==> src/rtl/alu_1_arbiter.sv <==
// Round-robin arbiter sharing one alu_1 among NUM_REQ requesters, with a latency-matched
// tag pipeline that routes each ALU result back to its owner as a one-hot response.
module alu_1_arbiter #(
  parameter int unsigned NUM_REQ     = 4,
  parameter int unsigned ACTION_LEN  = 25,
  parameter int unsigned DATA_WIDTH  = 48,
  parameter int unsigned ALU_LATENCY = 3,
  parameter int unsigned CNT_WIDTH   = 16
) (
  input  logic                            clk,
  input  logic                            rst_n,
  input  logic [NUM_REQ-1:0]              cfg_enable,
  input  logic [NUM_REQ-1:0]              req_valid,
  output logic [NUM_REQ-1:0]              req_ready,
  input  logic [NUM_REQ*ACTION_LEN-1:0]   req_action,
  input  logic [NUM_REQ*DATA_WIDTH-1:0]   req_op1,
  input  logic [NUM_REQ*DATA_WIDTH-1:0]   req_op2,
  output logic [ACTION_LEN-1:0]           alu_action,
  output logic                            alu_action_valid,
  output logic [DATA_WIDTH-1:0]           alu_operand_1,
  output logic [DATA_WIDTH-1:0]           alu_operand_2,
  input  logic [DATA_WIDTH-1:0]           alu_result,
  input  logic                            alu_result_valid,
  output logic [DATA_WIDTH-1:0]           rsp_data,
  output logic [NUM_REQ-1:0]              rsp_valid,
  output logic [NUM_REQ*CNT_WIDTH-1:0]    cnt_issued,
  output logic                            err_orphan,
  output logic                            err_lost
);

  localparam int unsigned IDW       = $clog2(NUM_REQ);
  localparam int unsigned TAG_DEPTH = ALU_LATENCY + 1;

  logic [IDW-1:0]        rr_ptr;
  logic [NUM_REQ-1:0]    eligible;
  logic [NUM_REQ-1:0]    grant;
  logic [IDW-1:0]        grant_id;
  logic                  grant_any;
  logic [IDW-1:0]        search_idx;

  logic [ACTION_LEN-1:0] sel_action;
  logic [DATA_WIDTH-1:0] sel_op1;
  logic [DATA_WIDTH-1:0] sel_op2;

  logic [TAG_DEPTH-1:0]  tag_vld;
  logic [IDW-1:0]        tag_id [TAG_DEPTH];
  logic                  tag_out_vld;
  logic [IDW-1:0]        tag_out_id;

  logic [CNT_WIDTH-1:0]  cnt [NUM_REQ];

  // Search from rr_ptr upward; IDW-bit index arithmetic provides the wrap.
  always_comb begin
    eligible   = req_valid & cfg_enable;
    grant      = '0;
    grant_id   = '0;
    grant_any  = 1'b0;
    search_idx = '0;
    for (int unsigned k = 0; k < NUM_REQ; k++) begin
      search_idx = rr_ptr + IDW'(k);
      if (!grant_any && eligible[search_idx]) begin
        grant_any = 1'b1;
        grant_id  = search_idx;
      end
    end
    if (grant_any) grant[grant_id] = 1'b1;
  end

  assign req_ready = grant;

  always_comb begin
    sel_action = '0;
    sel_op1    = '0;
    sel_op2    = '0;
    for (int unsigned k = 0; k < NUM_REQ; k++) begin
      if (grant[k]) begin
        sel_action = req_action[k*ACTION_LEN +: ACTION_LEN];
        sel_op1    = req_op1[k*DATA_WIDTH +: DATA_WIDTH];
        sel_op2    = req_op2[k*DATA_WIDTH +: DATA_WIDTH];
      end
    end
  end

  always_ff @(posedge clk or negedge rst_n) begin
    if (!rst_n) begin
      rr_ptr           <= '0;
      alu_action       <= '0;
      alu_action_valid <= 1'b0;
      alu_operand_1    <= '0;
      alu_operand_2    <= '0;
    end else begin
      alu_action_valid <= grant_any;
      if (grant_any) begin
        rr_ptr        <= grant_id + IDW'(1);
        alu_action    <= sel_action;
        alu_operand_1 <= sel_op1;
        alu_operand_2 <= sel_op2;
      end else begin
        alu_action    <= '0;
        alu_operand_1 <= '0;
        alu_operand_2 <= '0;
      end
    end
  end

  // Stage 0 loads alongside the alu_* registers so the last stage lines up with alu_result_valid.
  always_ff @(posedge clk or negedge rst_n) begin
    if (!rst_n) begin
      tag_vld <= '0;
      for (int unsigned i = 0; i < TAG_DEPTH; i++) tag_id[i] <= '0;
    end else begin
      tag_vld   <= {tag_vld[TAG_DEPTH-2:0], grant_any};
      tag_id[0] <= grant_id;
      for (int unsigned i = 1; i < TAG_DEPTH; i++) tag_id[i] <= tag_id[i-1];
    end
  end

  assign tag_out_vld = tag_vld[TAG_DEPTH-1];
  assign tag_out_id  = tag_id[TAG_DEPTH-1];

  always_ff @(posedge clk or negedge rst_n) begin
    if (!rst_n) begin
      rsp_data   <= '0;
      rsp_valid  <= '0;
      err_orphan <= 1'b0;
      err_lost   <= 1'b0;
    end else begin
      rsp_data  <= alu_result_valid ? alu_result : '0;
      rsp_valid <= (tag_out_vld && alu_result_valid) ? (NUM_REQ'(1) << tag_out_id) : '0;
      if (alu_result_valid && !tag_out_vld) err_orphan <= 1'b1;
      if (tag_out_vld && !alu_result_valid) err_lost   <= 1'b1;
    end
  end

  always_ff @(posedge clk or negedge rst_n) begin
    if (!rst_n) begin
      for (int unsigned k = 0; k < NUM_REQ; k++) cnt[k] <= '0;
    end else begin
      for (int unsigned k = 0; k < NUM_REQ; k++) begin
        if (grant[k] && (cnt[k] != '1)) cnt[k] <= cnt[k] + CNT_WIDTH'(1);
      end
    end
  end

  always_comb begin
    cnt_issued = '0;
    for (int unsigned k = 0; k < NUM_REQ; k++) cnt_issued[k*CNT_WIDTH +: CNT_WIDTH] = cnt[k];
  end

endmodule
==> config.mk <==
export PLATFORM = sky130hd
export DESIGN_NAME = alu_1_arbiter
export DESIGN_NICKNAME = d
export VERILOG_FILES = /design/src/rtl/alu_1_arbiter.sv
export SDC_FILE = /design/constraint.sdc
export NUM_CORES = 1
export LEC_CHECK = 0
export BUFFER_PORTS_ARGS = -buffer_cell sky130_fd_sc_hd__buf_2
export CORE_AREA = 2 2 302 304
export DETAILED_ROUTE_END_ITERATION = 7
export DIE_AREA = 0 0 304 306
export PLACE_DENSITY = 0.36
export SLEW_MARGIN = 25
export SYNTH_ARGS = -nofsm -noshare
export SYNTH_HDL_FRONTEND = slang
export SYNTH_SLANG_ARGS = --single-unit
==> constraint.sdc <==
create_clock -name clk -period 2.5 [get_ports clk]
set_input_delay 0.5 -clock clk [delete_from_list [all_inputs] [get_ports clk]]
set_output_delay 0.5 -clock clk [all_outputs]
set_load 0.02 [all_outputs]
# Yosys cells after proc, flatten, opt, wreduce, memory -nomap -nowiden
# Index checks and enable logic that the tools add are counted.
[classes]
eq_ne = 4
addsub = 8
shift = 1
bitwise = 1
n_reduce_logical = 16
order_cmp = 6
muxes = 36
[ops]
columns = ["op", "count"]
rows = [
  ["$mux W48", 11],
  ["$mux W25", 5],
  ["$add A16 B1 Y16 const B", 4],
  ["$ne A16 B16 Y1 const B", 4],
  ["$lt A2 B3 Y1 const B", 5],
  ["$logic_and A1 B1 Y1", 11],
  ["$mux W1", 9],
  ["$bmux W1 S2", 4],
  ["$mux W2", 4],
  ["$mux W4", 2],
  ["$logic_not A1 Y1", 5],
  ["$add A2 B1 Y2 const B", 2],
  ["$add A2 B2 Y2 const B", 2],
  ["$and A4 B4 Y4", 1],
  ["$shl A1 B2 Y4 const A", 1],
  ["$demux W1 S2", 1],
  ["$ge A2 B1 Y1 const B", 1],
]
[totals]
input_bits = 543
elab_cells = 90
register_bits = 254

# Logic depth before layout (Yosys ltp)
# Gate-level depths: netlist (run 1).
[depth]
depth_word = 23
ltp_mapped = 12
ltp_nobuf = 10

# Worst setup path after synthesis (run 1)
# No wires, ideal clock.
[synth_timing]
path_type = "in2reg"
from = "input port req_valid[0]"
to = "register cnt, in the netlist cnt_issued[27]"
t_arrival_ns = 2.294
cell_stages = 12
setup_slack_ns = 0.127
path_cell_list = "nand2_1 -> o21ai_0 -> a21oi_1 -> o22a_1 -> inv_1 -> ha_1 -> clkbuf_1 -> o21ai_0 -> a31o_2 -> buf_2 -> nor4_1 -> xor2_1"
[synth_between]
elab_chain_cells = 19
[synth_rtl]
columns = ["item", "line", "rtl"]
rows = [
  ["start: declaration", "13", "input logic [NUM_REQ-1:0] req_valid,"],
  ["$and A4 B4 Y4 *", "54", "eligible = req_valid & cfg_enable;"],
  ["$bmux W1 S2", "61", "if (!grant_any && eligible[search_idx]) begin"],
  ["$mux W1 (implied by the code)", "61", ""],
  ["$mux W1", "61", ""],
  ["$logic_not A1 Y1", "61", ""],
  ["$logic_and A1 B1 Y1", "61", ""],
  ["$mux W1", "61", ""],
  ["$logic_not A1 Y1", "61", ""],
  ["(+4 left out)", "--", ""],
  ["$mux W2 *", "61", ""],
  ["net grant_id[1]", "37", "logic [IDW-1:0] grant_id;"],
  ["$lt A2 B3 Y1 (implied by the code) / $ge A2 B1 Y1 (equally long branches)", "66", "if (grant_any) grant[grant_id] = 1'b1;"],
  ["$logic_and A1 B1 Y1 (implied by the code)", "66", ""],
  ["$mux W1 (implied by the code)", "66", ""],
  ["$demux W1 S2 *", "66", ""],
  ["$mux W4 *", "66", ""],
  ["$logic_and A1 B1 Y1 *", "140", "if (grant[k] && (cnt[k] != '1)) cnt[k] <= cnt[k] + CNT_WIDTH'(1);"],
  ["end: declaration", "50", "logic [CNT_WIDTH-1:0] cnt [NUM_REQ];"],
]
# The timed path passes the listed nets; every way through them passes the cells marked *. The select of a mux whose other input is x is not followed.
# A chain may end at the register's enable or synchronous reset.

# Worst setup path after layout (run 1)
[layout_timing]
from = "register rr_ptr[0]"
to = "output port req_ready[1]"
[layout_between]
elab_chain_cells = 17
[layout_rtl]
columns = ["item", "line", "rtl"]
rows = [
  ["start: declaration", "34", "logic [IDW-1:0] rr_ptr;"],
  ["start signal: assignment", "94", "rr_ptr <= grant_id + IDW'(1);"],
  ["parallel branches: the longest is 16 deep, another holds $lt A2 B3 Y1", "--", ""],
  ["$mux W4 *", "66", ""],
  ["end: declaration", "14", "output logic [NUM_REQ-1:0] req_ready,"],
]
# Every way passes the cells marked *. The select of a mux whose other input is x is not followed.

==> results_dict.tcl, run 1 <==
set metrics [dict create \
    yosys_most_used_dff "dfrtp_1" \
    postLayoutSetupSlackWorst_ns -0.1418 \
    p_leak_nw 9.983 \
    min_delay_path_depth 2 \
    timing.max_cap.violations 0 \
    finalMaxSlewViolations 0 \
    peak_supply_drop_uv 337.2 \
    core_area_um2 89600 \
    placed_inst_area_um2 17550 \
    finalCritPeriodShare 1.057 \
    tritoncts "done" \
    setup_violations 83 \
    routed_wire_length_per_instance_um 20.44 \
    most-common-layout-cells "781 x buf_2, 253 x dfrtp_1, 189 x nand2_1" \
    syn2layout_area_growth_pct 78.83 \
    clock_tree.buffer_depth 3 \
    route.final.wire_length_um 66010 \
    insertion_delay_ns 0.55 \
    timing_worst_setup_path_type "register to output port" \
    floorplan.die.height_um 306 \
    worst_hold_path_type "input pin to register" \
    ys_warn_count 0 \
    seq_area_frac_synth 0.5525 \
    first_global_vias 13431 \
    post_synth_inst_count 1142 \
    portBuffers 786 \
    combined_global_route_utilization_of_all_metal_layers 0.1251 \
    worst_r2r_path_depth 14 \
    dp_cells 3108 \
    hpwlAfterDp_um 48510 \
    grt_start_max_net_pins 70 \
    cts_root_buf "clkbuf_16" \
    syn_nets 1692 \
    slew_headroom 0.5088 \
    critical_path_peak_fanout 3 \
    number_of_antenna_violations_at_the_first_check_in_global_routing 6 \
    initial_utilization 0.1279 \
    timing.critical_path.to_type "output port" \
    final_antenna_net_count 0 \
    number_of_flops_mapped_to_enable_cells_by_yosys 0 \
    max_slew.worst_pin.slew_ns 0.7368 \
    fmaxAchievable_ghz 0.3785 \
    firstDrtPassIters 6 \
    number_of_flip_flops_and_latches_in_the_synthesized_netlist 253 \
    dr.first_iter.drc_count 852 \
    syn_area_per_cell_um2 10.03 \
    die_width_um 304 \
    dr_drc_count 0 \
    rows 110 \
    cpPeakStageDelay_ns 0.42 \
    violated_checks "negative setup slack" \
    power_density_nw_per_um2 768.6 \
    design.final.nets 2575 \
    synth_cell_type_count 52 \
    num_io_pins 787 \
    synth-async-reset-ratio 1.000 \
    status "finished, violations left" \
    path_common_cell "buf_6" \
    finalHoldViolCount 0 \
    post-synth-top-area-cell "dfrtp_1" \
    layout.cells.most_common "buf_2" \
    synthesis.area_um2 11460 \
    die_footprint_um2 93020 \
    finalCriticalPeriod_ns 2.642 \
    layout_cell_share_with_drive_strength_beyond_1 0.5549 \
    grt_pass1_wl_um 87980 \
    layout.cells.non_filler 3230 \
    detailroute.via_count 12990 \
    gp_congestion 0.9078 \
    crit_arrival_ns 2.14 \
    cts_buffers 35 \
    finalClockSkew_ns 0.02602 \
    startpoint_class "register" \
    clk_pin_slew_worst_paths_ns 0.06 \
    ctsHtreeMaxLevel 2 \
    cts_num_sinks 253 \
    synth_area_leaders "dfrtp_1 55%, o221ai_1 9.2%, nand2_1 9.2%, a31oi_1 6.8%, and2_1 2.8%" \
    grt_setup_unrepaired "true" \
    cp_data_required_time_ns 2.00 \
    synth_top_cell_area_share 0.5525 \
    grt_remaining_overflow 0 \
    average_via_count_per_standard_cell 4.022 \
    stdcell_area_um2 20490 \
    path_cells "nor2_2 -> a31oi_1 -> o211ai_1 -> inv_1 -> buf_6 -> ha_4 -> o21ai_4 -> inv_2 -> buf_6" \
    worst_path_max_delay_cell "dfrtp_1" \
]
final timing paths:
| check | startpoint | to | slack, ns |
|---|---|---|---|
| setup / recovery | rr_ptr[0]$_DFFE_PN0N_ | req_ready[1] | -0.14 |
| hold / removal | alu_result[13] | rsp_data[13]$_DFF_PN0_ | 0.16 |
| setup reg to reg | rr_ptr[0]$_DFFE_PN0N_ | alu_action[14]$_DFF_PN0_ | -0.12 |
| hold reg to reg | tag_id[3]$_DFF_PN0_ | tag_out_id[1]$_DFF_PN0_ | 0.35 |
| max in group asynchronous | rst_n | alu_operand_1[18]$_DFF_PN0_ | 1.21 |
| min in group asynchronous | rst_n | alu_operand_1[33]$_DFF_PN0_ | 0.60 |
logic make-up after synthesis:
kind of cell | synth area share
and+or+nand+nor | 0.1784
AOI/OAI and AO/OA | 0.1759
DFF | 0.5525
buffers and inverters | 0.03767
xor gates and xnor gates | 0.03821
muxes | 0.009717
adders and majority gates | 0.007642
report_power, final:
group          total [mW]  internal [mW]  switching [mW]
combinational        5.21           2.14            3.07
sequential           5.18           4.75           0.424
clock                5.36           3.28            2.08
total                15.8           10.2            5.58
through the flow:
step                      hold slack, ns    util  setup TNS [ns]  setup slack (ns)  power (mW)
after floorplan                   0.2044       -               0            0.1265       7.266
after global placement            0.3362  0.1959          -19.47           -0.3404       9.663
after detailed placement          0.3347  0.1959          -22.71           -0.3398       9.670
after CTS                         0.1111  0.2131         -0.5199           -0.1608       15.37
after global routing              0.1273  0.2287          -18.82           -0.2516       16.59
final                             0.1601  0.2287          -3.855           -0.1418       15.75
layer usage:
| metal | up-vias | track usage | share of wire |
|---|---|---|---|
| li1 | 5934 | - | - |
| met1 | 6315 | 0.1409 | 0.38 |
| met2 | 611 | 0.2136 | 0.50 |
| met3 | 124 | 0.04140 | 0.078 |
| met4 | 6 | 0.05831 | 0.044 |
| met5 | - | 0 | 0.00045 |
synth_stat cells (3+ instances only):
| library cell | count |
|---|---|
| a21oi_1 | 3 |
| a31oi_1 | 124 |
| and2_1 | 52 |
| and3_1 | 9 |
| and4_1 | 3 |
| buf_1 | 5 |
| buf_2 | 18 |
| clkbuf_1 | 65 |
| dfrtp_1 | 253 |
| ha_1 | 7 |
| inv_1 | 16 |
| mux2_2 | 8 |
| nand2_1 | 281 |
| nand3_1 | 19 |
| nand4_1 | 24 |
| nand4_2 | 3 |
| nor2_1 | 28 |
| nor3_1 | 9 |
| nor4_1 | 3 |
| o21a_1 | 3 |
| o21ai_0 | 5 |
| o221ai_1 | 121 |
| xnor2_1 | 29 |
| xor2_1 | 21 |
sequential cells by signal (all words and copies together), names as in the netlist:
signal         cells
rr_ptr             2
alu_action        25
rsp_valid          4
alu_operand_2     48
cnt_issued        64
tag_id             6
err_orphan         1
rsp_data          48
tag_out_id         2
err_lost           1
alu_operand_1     48
tag_vld            4
critical path: cells and delay by family, from the launching register on:
kind            cells  cell delay [ns]
buf+inv             4             0.48
flops               1             0.42
compound gates      3             0.37
simple gates        1             0.15
fa+ha+maj           1             0.15
area by class of cell:
| class | count | area, um^2 |
|---|---|---|
| Fill cell | 9885 | 69110 |
| Sequential cell | 253 | 6331 |
| Timing Repair Buffer | 936 | 6037 |
| Multi-Input combinational cell | 783 | 5345 |
| Tap cell | 1176 | 1471 |
| Clock buffer | 50 | 1013 |
| Clock inverter | 13 | 217.7 |
| Inverter | 16 | 70.07 |
| Antenna cell | 3 | 7.507 |
repair_timing:
action / CTS / global route
gates cloned: 1 / 22
pin swaps: 7 / 127
resized for setup: 35 / 193
endpoints found under the setup margin: 10 / 119
hold endpoints to repair: 49 / 0
setup buffers: 19 / 19
hold buffers: 1 / 0
(Power assumes the default switching activity.)
==> inputs of run 2 (changes only) <==
--- a/config.mk
+++ b/config.mk
@@ -9,7 +9,7 @@
 export CORE_AREA = 2 2 302 304
 export DETAILED_ROUTE_END_ITERATION = 7
 export DIE_AREA = 0 0 304 306
-export PLACE_DENSITY = 0.36
+export PLACE_DENSITY = 0.43
 export SLEW_MARGIN = 25
 export SYNTH_ARGS = -nofsm -noshare
 export SYNTH_HDL_FRONTEND = slang
==> results_dict.tcl, run 2 (synthesis results as in run 1) <==
set metrics [dict create \
    layout_cell_share_with_drive_strength_beyond_1 0.5063 \
    holdPathEnd "rsp_data[37]$_DFF_PN0_" \
    finalHoldViolCount 0 \
    cp_data_required_time_ns 2.00 \
    place_worst_setup_slack_ns -0.2024 \
    first_global_vias 13336 \
    dp_cells 3161 \
    cts_num_sinks 253 \
    clock_power_share 0.335 \
    initial_utilization 0.1279 \
    worst_path_max_delay_cell "dfrtp_2" \
    path_cells "buf_4 -> a21oi_1 -> o22a_2 -> buf_4 -> ha_4 -> buf_6 -> o21ai_4 -> inv_2 -> buf_6" \
    p_leak_nw 9.594 \
    timing.critical_path.to_type "output port" \
    firstDrtPassIters 5 \
    number_of_antenna_violations_at_the_first_check_in_global_routing 17 \
    portBuffers 786 \
    cell_internal_pwr_mw 9.624 \
    finalCritPeriodShare 1.054 \
    route.final.wire_length_um 64850 \
    postLayoutSetupSlackWorst_ns -0.1350 \
    peak_supply_drop_uv 349.1 \
    final_antenna_net_count 0 \
    dr_drc_count 0 \
    crit_start "rr_ptr[0]$_DFFE_PN0N_" \
    combined_global_route_utilization_of_all_metal_layers 0.1317 \
    timing.setup.tns_ns -0.3282 \
    design.final.nets 2594 \
    finalMaxSlewViolations 0 \
    insertion_delay_ns 0.56 \
    grt_start_max_net_pins 59 \
    ctsHtreeMaxLevel 2 \
    largest_reg_flops 64 \
    tritoncts "done" \
    min_delay_path_depth 2 \
    clk_pin_slew_worst_paths_ns 0.06 \
    cts_root_buf "clkbuf_16" \
    gp_congestion 0.8911 \
    timing.max_cap.violations 0 \
    detailroute.via_count 12835 \
    dr.first_iter.drc_count 726 \
    critical_path_peak_fanout 4 \
    die_footprint_um2 93020 \
    switching_fraction_of_total_power 0.3547 \
    hpwlAfterDp_um 52420 \
    layout.cells.non_filler 3251 \
    finalClockSkew_ns 0.02784 \
    crit_arrival_ns 2.13 \
    critical_path.reg2reg.startpoint "rr_ptr[0]$_DFFE_PN0N_" \
    p_switching_mw 5.290 \
    status "finished, violations left" \
    power_density_nw_per_um2 768.1 \
    r2r_setup_slack_ns -0.09 \
    worst_hold_path_type "input pin to register" \
    finalCriticalPeriod_ns 2.635 \
    fmaxAchievable_ghz 0.3795 \
    clock_tree.buffer_depth 3 \
    critical_path_buf_inv_count 5 \
    core_area_um2 89600 \
    num_io_pins 787 \
    grt_pass1_wl_um 90010 \
    average_via_count_per_standard_cell 3.948 \
    fillCellCount 9960 \
    grt_remaining_overflow 0 \
    floorplan.die.height_um 306 \
    power_frac_seq 0.347 \
    routed_wire_length_per_instance_um 19.95 \
    violated_checks "negative setup slack" \
    cpPeakStageDelay_ns 0.43 \
    slew_headroom 0.6436 \
    die_width_um 304 \
    cts_buffers 34 \
    worst_path_dominant_cell_family "buffers and inverters" \
    timing_worst_setup_path_type "register to output port" \
    rows 110 \
    p_total_mw 14.91 \
    p_comb_frac 0.318 \
    reg2reg_to "cnt_issued[62]$_DFFE_PN0P_" \
    most-common-layout-cells "782 x buf_2, 280 x nand2_1, 252 x dfrtp_1" \
    worst_r2r_path_depth 15 \
    startpoint_class "register" \
    max_slew.worst_pin.slew_ns 0.5347 \
    grt_setup_unrepaired "true" \
    min-delay-start "alu_result[37]" \
    layout.cells.most_common "buf_2" \
    setup_violations 4 \
    syn2layout_area_growth_pct 69.44 \
]
==> run 2: area by class of cell <==
type	instances	area [um^2]	share of cell area
antenna	5	12.51	0.0006444
clock buffer	50	960.9	0.04949
clock inverter	12	157.7	0.008119
inverter	16	70.07	0.003608
multi-input combinational	783	4812	0.2478
sequential	253	6332	0.3261
tap	1176	1471	0.07578
timing repair buffer	956	5600	0.2884
==> run 2: through the flow <==
stage | utilization | instance area (um^2) | hold WS [ns]
after floorplan | - | 11460 | 0.2044
after global placement | 0.2004 | 17960 | 0.3327
after detailed placement | 0.2004 | 17960 | 0.3356
after CTS | 0.2147 | 19240 | 0.09541
after global routing | 0.2166 | 19400 | 0.1240
final | 0.2167 | 19420 | 0.1606
==> run 2: worst reg2reg max path: stages, from the launching register on <==
cell and delay, ns:
dfrtp_2 0.43, buf_4 0.16, a21oi_1 0.06, o22a_2 0.26, buf_4 0.16, ha_4 0.16, buf_6 0.12, o21ai_4 0.06
inv_2 0.06, buf_4 0.13, buf_4 0.12, buf_4 0.12, buf_4 0.12, buf_4 0.12, nand4_1 0.10, mux2_4 0.31
==> run 2: power groups by stage <==
stage                     Combinational (mW)  Sequential (mW)  Clock [mW]
after CTS                               4.75             5.19        5.26
after detailed placement                4.68             5.25           0
final                                   4.75             5.18        4.99
after global placement                  4.70             5.25           0
after global routing                    5.11             5.27        5.37
after floorplan                         1.30             5.96           0
==> run 2: how the worst max path moves through the flow <==
| stage | cells past startpoint | slack (ns) | endpoint |
|---|---|---|---|
| final | 9 | -0.13 | req_ready[3] |
| after global routing | 9 | -0.22 | req_ready[3] |
| after CTS | 10 | -0.23 | req_ready[1] |
| after detailed placement | 11 | -0.20 | cnt_issued[47]$_DFFE_PN0P_ |
| after global placement | 11 | -0.23 | cnt_issued[47]$_DFFE_PN0P_ |
| after floorplan | 12 | 0.13 | cnt_issued[27]$_DFFE_PN0P_ |
==> run 2: per-layer routing <==
layer,global-route usage,vias up,share of wire
met5,0,-,0.00071
met4,0.04292,8,0.029
met3,0.04051,103,0.084
met2,0.2264,592,0.49
met1,0.1557,6157,0.40
li1,-,5975,-
==> run 2: timing repair <==
action                                 in CTS  in global routing
cloned                                      0                  2
setup endpoints to repair                   4                 66
buffers inserted                           11                  9
pin swaps                                   4                  7
endpoints found under the hold margin      42                  0
resized for setup                          23                 12
hold buffers                                1                  0
